--- src/rtl/roll_pkg.sv ---
// Shared types and geometry for the nibble prefix-sum ("roll") sequencer.
package roll_pkg;

    localparam int NIB_W  = 4;
    localparam int NIB_N  = 8;
    localparam int IDX_W  = $clog2(NIB_N);
    localparam int DATA_W = NIB_W * NIB_N;

    typedef enum logic [1:0] {
        IDLE = 2'd0,
        RUN  = 2'd1,
        DONE = 2'd2
    } state_t;

endpackage

--- src/rtl/roll_nib_step.sv ---
// One prefix-sum step: adds a nibble to the running accumulator, wrapping mod 2**NIB_W.
module roll_nib_step
    import roll_pkg::*;
(
    input  logic [NIB_W-1:0] acc,
    input  logic [NIB_W-1:0] nib,
    output logic [NIB_W-1:0] s
);

    // Same-width addition drops the carry out, which gives the mod-16 wrap.
    assign s = acc + nib;

endmodule

--- src/rtl/roll_seq_ctrl.sv ---
// Sequencer that turns a 32-bit word into its nibble prefix sum, one nibble per cycle,
// with optional carry chaining across consecutive words.
module roll_seq_ctrl
    import roll_pkg::*;
#(
    parameter int CNT_W = 16
) (
    input  logic              clk,
    input  logic              rst_n,
    input  logic              in_valid,
    output logic              in_ready,
    input  logic [DATA_W-1:0] in_data,
    input  logic              in_chain,
    output logic              out_valid,
    input  logic              out_ready,
    output logic [DATA_W-1:0] out_data,
    output logic              busy,
    output logic [NIB_W-1:0]  carry,
    output logic [CNT_W-1:0]  words_done
);

    state_t              state_reg, state_next;
    logic [IDX_W-1:0]    idx_reg, idx_next;
    logic [NIB_W-1:0]    acc_reg, acc_next;
    logic [DATA_W-1:0]   data_q_reg, data_q_next;
    logic [DATA_W-1:0]   out_data_reg, out_data_next;
    logic [NIB_W-1:0]    carry_reg, carry_next;
    logic [CNT_W-1:0]    cnt_reg, cnt_next;

    logic [NIB_W-1:0]    nib_arr [NIB_N];
    logic [NIB_W-1:0]    nib_cur;
    logic [NIB_W-1:0]    step_s;

    for (genvar gi = 0; gi < NIB_N; gi++) begin : g_nib
        assign nib_arr[gi] = data_q_reg[gi*NIB_W +: NIB_W];
    end

    assign nib_cur = nib_arr[idx_reg];

    roll_nib_step u_step (
        .acc (acc_reg),
        .nib (nib_cur),
        .s   (step_s)
    );

    always_ff @(posedge clk or negedge rst_n) begin
        if (!rst_n) begin
            state_reg    <= IDLE;
            idx_reg      <= '0;
            acc_reg      <= '0;
            data_q_reg   <= '0;
            out_data_reg <= '0;
            carry_reg    <= '0;
            cnt_reg      <= '0;
        end else begin
            state_reg    <= state_next;
            idx_reg      <= idx_next;
            acc_reg      <= acc_next;
            data_q_reg   <= data_q_next;
            out_data_reg <= out_data_next;
            carry_reg    <= carry_next;
            cnt_reg      <= cnt_next;
        end
    end

    always_comb begin
        state_next    = state_reg;
        idx_next      = idx_reg;
        acc_next      = acc_reg;
        data_q_next   = data_q_reg;
        out_data_next = out_data_reg;
        carry_next    = carry_reg;
        cnt_next      = cnt_reg;

        case (state_reg)
            IDLE: begin
                if (in_valid) begin
                    data_q_next = in_data;
                    acc_next    = in_chain ? carry_reg : '0;
                    idx_next    = '0;
                    state_next  = RUN;
                end
            end
            RUN: begin
                // Only the current nibble is written; higher ones keep last word's value.
                for (int i = 0; i < NIB_N; i++) begin
                    if (idx_reg == IDX_W'(i)) begin
                        out_data_next[i*NIB_W +: NIB_W] = step_s;
                    end
                end
                acc_next = step_s;
                idx_next = idx_reg + {{(IDX_W-1){1'b0}}, 1'b1};
                if (idx_reg == IDX_W'(NIB_N - 1)) begin
                    state_next = DONE;
                end
            end
            DONE: begin
                if (out_ready) begin
                    carry_next = acc_reg;
                    if (cnt_reg != {CNT_W{1'b1}}) begin
                        cnt_next = cnt_reg + {{(CNT_W-1){1'b0}}, 1'b1};
                    end
                    state_next = IDLE;
                end
            end
            default: begin
                state_next = IDLE;
            end
        endcase
    end

    assign in_ready   = (state_reg == IDLE);
    assign out_valid  = (state_reg == DONE);
    assign busy       = (state_reg != IDLE);
    assign out_data   = out_data_reg;
    assign carry      = carry_reg;
    assign words_done = cnt_reg;

endmodule

--- config.mk ---
export PLATFORM = sky130hd
export DESIGN_NAME = roll_seq_ctrl
export DESIGN_NICKNAME = d
export VERILOG_FILES = /design/src/rtl/roll_pkg.sv /design/src/rtl/roll_nib_step.sv /design/src/rtl/roll_seq_ctrl.sv
export SDC_FILE = /design/constraint.sdc
export NUM_CORES = 1
export LEC_CHECK = 0
export ABC_AREA = 1
export BUFFER_PORTS_ARGS = -buffer_cell sky130_fd_sc_hd__buf_4
export CAP_MARGIN = 40
export CORE_MARGIN = 5
export CORE_UTILIZATION = 30
export DETAILED_ROUTE_END_ITERATION = 12
export PLACE_DENSITY_LB_ADDON = 0.3
export SLEW_MARGIN = 20
export SYNTH_ARGS = -nofsm -noshare
export SYNTH_HDL_FRONTEND = slang
export SYNTH_SLANG_ARGS = --single-unit
export TNS_END_PERCENT = 30
--- constraint.sdc ---
create_clock -name clk -period 4.9 [get_ports clk]
set_input_delay 0.98 -clock clk [delete_from_list [all_inputs] [get_ports clk]]
set_output_delay 0.98 -clock clk [all_outputs]
set_load 0.02 [all_outputs]
After elaboration in Yosys (flattened, before gate mapping) --
Index checks and enable logic that the tools add are counted.
Cells by class: bitwise gates (word level) 1, reduce and logical (&&, ||, !) cells 17, magnitude comparators 1, add/subtract/negate cells 3, equal/unequal tests 13, multiplexer cells 12
Operators by type and width (number):
- 2-bit AND reduction | 11
- 16-bit by 1-bit adder with 16-bit output (second input constant) | 1
- 4-bit two-way mux | 4
- 16-bit != test (second input constant) | 1
- 4-bit binary-select mux with 3-bit select | 1
- 3-bit equality test (second input constant) | 4
- 4-bit case mux with 2 select lines | 1
- 3-bit by 2-bit equality test with 1-bit output (second input constant) | 2
- 2-bit two-way mux | 3
- 2-bit case mux with 3 select lines | 1
- 3-bit case mux with 2 select lines | 1
- 3-bit AND reduction | 2
- 4-bit adder | 1
- 4-bit >= comparator (second input constant) | 1
- 2-bit != test (second input constant) | 2
- 3-bit inverter with 4-bit output | 1
- 2-bit nonzero test | 2
- 3-bit by 1-bit adder with 3-bit output (second input constant) | 1
- 3-bit by 1-bit equality test with 1-bit output (second input constant) | 1
- 3-bit zero test | 1
- 3-bit two-way mux | 1
- 2-bit by 1-bit equality test with 1-bit output (second input constant) | 1
- 2-bit equality test (second input constant) | 1
- 2-bit zero test | 1
- 2-bit by 1-bit != test with 1-bit output (second input constant) | 1
Storage, ports and cells: register bits after elaboration 93, logic and storage cells 61, output and inout port bits 55, bits of input ports 37

Logic depth before layout (Yosys ltp) --
word-level depth 6, mapped depth 16, gate-level depth less buffers 14

Modules after synthesis --
A second synthesis with hierarchy kept.
Unflattened totals: cell total of the unflattened synthesis 520, area total of the unflattened synthesis 4346.7 um^2
By module, submodules not included:
- roll_seq_ctrl | cells each 501, times used 1, sequential area each 2327.2 um^2, area an instance 4224.1 um^2
- roll_nib_step | cells each 19, times used 1, sequential area each 0.0 um^2, area an instance 122.6 um^2

Worst setup path before layout --
Ideal clock, no wire load.
path kind register to register, start register idx_reg[0], end register acc_reg[2], buffers on the path 2, data arrival time 2.179 ns, required time 4.831 ns, library setup time 0.069 ns, slack 2.652 ns, period minus slack after synthesis 2.248 ns, stages on the path, launching flop included 12, cells stage by stage dfrtp_1 buf_2 clkbuf_1 o21ai_0 o22ai_1 nand2_1 nand2_1 ha_1 fa_1 xor2_1 nand2_1 nand3_1
On the way: longest elaborated chain between the ends 6
Ends and longest elaborated chain:
- start: declaration | line roll_seq_ctrl.sv:23 | logic [IDX_W-1:0] idx_reg, idx_next;
- start signal: assignment | line roll_seq_ctrl.sv:57 | idx_reg <= idx_next;
- 3-bit inverter with 4-bit output (not written as such) | line roll_seq_ctrl.sv:38 | assign nib_cur = nib_arr[idx_reg];
- 4-bit binary-select mux with 3-bit select | line roll_seq_ctrl.sv:38
- 4-bit two-way mux (not written as such) (2 in a row) | line roll_seq_ctrl.sv:38
- 4-bit adder | line roll_nib_step.sv:11 | assign s = acc + nib;
- 4-bit case mux with 2 select lines | line roll_seq_ctrl.sv:75 | case (state_reg)
- end signal: assignment | line roll_seq_ctrl.sv:58 | acc_reg <= acc_next;
- end: declaration | line roll_seq_ctrl.sv:24 | logic [NIB_W-1:0] acc_reg, acc_next;
No other way between the ends. The select of a mux whose other input is x is not followed. A chain may end at the register's enable or synchronous reset.

Worst setup path after layout --
Same ends and word-level chain as after synthesis.

==> impl_results.md <==
* Outcome: completed
* Power per cell area at a little under 700 nW/um^2
* Synthesis-to-layout area growth at 27.6%
* CTS clk-pin slew, worst paths at around 0.08 ns
* Final hold viol count at 0
* Clk Tree Root Cell: clkbuf_16
* Max Root-Sink Buffers at 2
* Syn_nets at 530
* CTS sink count at 93
* First drt pass iteration count at 4
* Io pins at 92
* Sw frac at between 40% and 50%
* Pin count of the biggest net entering global routing at 60
* All-Layer GR Usage at 13.0%
* CTS tree: done
* Core Area at 14,500 um^2
* DR vias at between 3,000 and 4,000
* Via density at 4.58
* Leak pwr at 0.00277 uW
* Cell-internal power at 2160 uW
* Hold Path Class: in -> async
* Port Buffers at between 90 and 100
* Switching pwr at 1670 uW
* Antenna violations before repair at 0
* Total CTS buffers at 9
* Sequential Power Share at 35.3%
* Final wirelength at 10,800 um
* CP Launch Type: register
* Initial core utilization at 30.4%
* Sequential-to-total area share from yosys stat at 52.8%
* Final Util at roughly two fifths
* Max_cap viols at 0
* Worst Path Required at 5.19 ns
* Die Width at 131 um
* Clock skew at 0.0108 ns
* Share of layout cells above drive strength 1 at 26.7%
* Die area at 17,200 um^2
* Crit Path Category: reg -> reg
* Synth unique cells at 36
* GP Congestion at between 0.8 and 0.9
* Minimum clock period at 2.84 ns
* Ant diodes at 0
* Post-synth EDFFs at 0
* Slack of the worst reg-to-reg path at 2.06 ns
* DRC viols at 0
* Antenna-violating nets left at 0
* Peak supply drop at 0.222 mV
* Gate power share at ~45%
* Hold_ws at 0.418 ns
* Max FO, Critical Path at 20
* Fin worst setup slack at a little over 2 ns
* # hold bufs at CTS at 0
* Place WS at approximately 2.1 ns
* Syn Area/Cell at 9.14 um^2
* WL/cell at 14.1 um
* Initial DRC Count at 195
* Synthesized netlist cell count at 482
* Nets at 623
* Fmax at between 300 and 400 MHz
* Register bit total from synthesis at 93
* Slew Viols, Final at 0
* Primary FF master, synth: dfrtp_1
* Setup Fix Bufs, Post-CTS at 0
* Final Setup Violations at 0
* Clock Power Share at around a fifth
* DP HPWL at 8000 um
* RSZ-0062 raised after global routing: false
* Tot Pwr at 3820 uW
* Yosys warns at 0
* Worst relative slew slack at 50.0%
* Synthesized cell area at ~4400 um^2
* WP data arrival at 3.13 ns
* Fin crit share at a little under 60%
* Skew-Pair Late Insertion Delay at 0.35 ns
* First-pass GRT wire length at 18,400 um
* Grt ovf at 0
* CTS H-Tree Depth at 3
* Die Span Y at 131 um
* Rows at 44
* Worst setup EP type: register
* Setup TNS at 0 ns
* PostCTS Resize Cnt at 0
* Slew @ Worst Pin at about 0.75 ns
* Fraction of registers with async set or reset after synthesis at 100%
* Vias in the first global route at between 3,000 and 4,000
==> layout by cell type, fill, tap and decap left out, types with 6 or more instances in the layout <==
cell type  count
ha_1          10
xnor2_1        6
o22ai_1        7
nand3_1       26
a21oi_1        9
o21ai_0       36
clkbuf_16      9
buf_4         92
nand2_1      146
dfrtp_1       93
inv_1         38
mux2_2        24
xor2_1         8
nor2_1        32
==> cells in the mapped netlist, types with 2 or more instances <==
| master | n | area (um^2) |
|---|---|---|
| nor2_1 | 32 | 120 |
| ha_1 | 10 | 125 |
| nor3_2 | 5 | 50.1 |
| buf_6 | 2 | 22.5 |
| nand2_2 | 2 | 12.5 |
| clkbuf_1 | 2 | 7.51 |
| xnor2_1 | 6 | 52.6 |
| inv_2 | 3 | 11.3 |
| nand3_2 | 2 | 20.0 |
| nand2_1 | 146 | 548 |
| dfrtp_1 | 93 | 2330 |
| xor2_1 | 8 | 70.1 |
| nand4_1 | 2 | 12.5 |
| mux2_2 | 24 | 270 |
| o21ai_1 | 2 | 10.0 |
| nor3_1 | 4 | 20.0 |
| buf_2 | 6 | 30.0 |
| o21ai_2 | 3 | 26.3 |
| o22ai_1 | 7 | 43.8 |
| inv_1 | 38 | 143 |
| nor2_2 | 2 | 12.5 |
| a21oi_1 | 9 | 45.0 |
| o21ai_0 | 36 | 180 |
| nand3_1 | 26 | 130 |
==> area by class of cell <==
| type | instances | area (um^2) |
|---|---|---|
| timing repair buffer | 94 | 738 |
| sequential | 93 | 2330 |
| clock buffer | 9 | 225 |
| tap | 184 | 230 |
| inverter | 43 | 164 |
| clock inverter | 7 | 92.6 |
| multi-input combinational | 334 | 1840 |
| fill | 1455 | 8860 |
==> worst max-delay path, stage by stage, from the launching register on <==
cell and delay [ns]:
dfrtp_1 0.69, inv_2 0.26, o21ai_0 0.21, o22ai_1 0.09, nand2_1 0.06, nand2_1 0.06, ha_1 0.21, fa_1 0.39
xor2_1 0.61, nand2_1 0.10, nand3_1 0.11
==> power groups by stage <==
stage | Clock [uW] | Sequential, uW | Combinational [uW]
2_1_floorplan | 0 | 1440 | 995
3_3_place_gp | 0 | 1360 | 1680
3_5_place_dp | 0 | 1370 | 1740
4_1_cts | 767 | 1350 | 1750
5_1_grt | 797 | 1390 | 1930
6_report | 747 | 1350 | 1730
==> metrics by stage <==
| stage | std cells | area (um^2) |
|---|---|---|
| 2_1_floorplan | 482 | 4400 |
| 3_3_place_gp | 746 | 5250 |
| 3_5_place_dp | 747 | 5270 |
| 4_1_cts | 763 | 5590 |
| 5_1_grt | 764 | 5620 |
| 6_report | 764 | 5620 |
==> per-layer routing <==
| metal | GRT usage [%] | wire, um |
|---|---|---|
| met3 | 3.13 | 506 |
| met5 | 0 | 0 |
| met2 | 19.8 | 4800 |
| met1 | 17.7 | 5300 |
| met4 | 5.31 | 197 |
==> worst paths after layout <==
kind | from | endpoint | cells past startpoint
setup / recovery | idx_reg[0] | acc_reg[2] | 10
hold / removal | rst_n | out_data[20] | 1
setup reg to reg | idx_reg[0] | acc_reg[2] | 10
hold reg to reg | out_data[22] | out_data[22] | 2
max in group asynchronous | rst_n | data_q_reg[11] | 3
min in group clk | out_data[22] | out_data[22] | 2
==> kinds of logic (layout without fill, tap and decap cells) <==
kind of cell               after synthesis  after routing  share of synthesized area (%)
adders and majority gates               11             11                           3.30
AOI/OAI and AO/OA                       60             60                           7.47
muxes                                   24             24                           6.14
and+or+nand+nor                        225            225                           22.1
buffers and inverters                   55            153                           5.37
DFF                                     93             93                           52.8
xor gates and xnor gates                14             14                           2.78
Note: power is estimated with default switching activity, not from simulation.
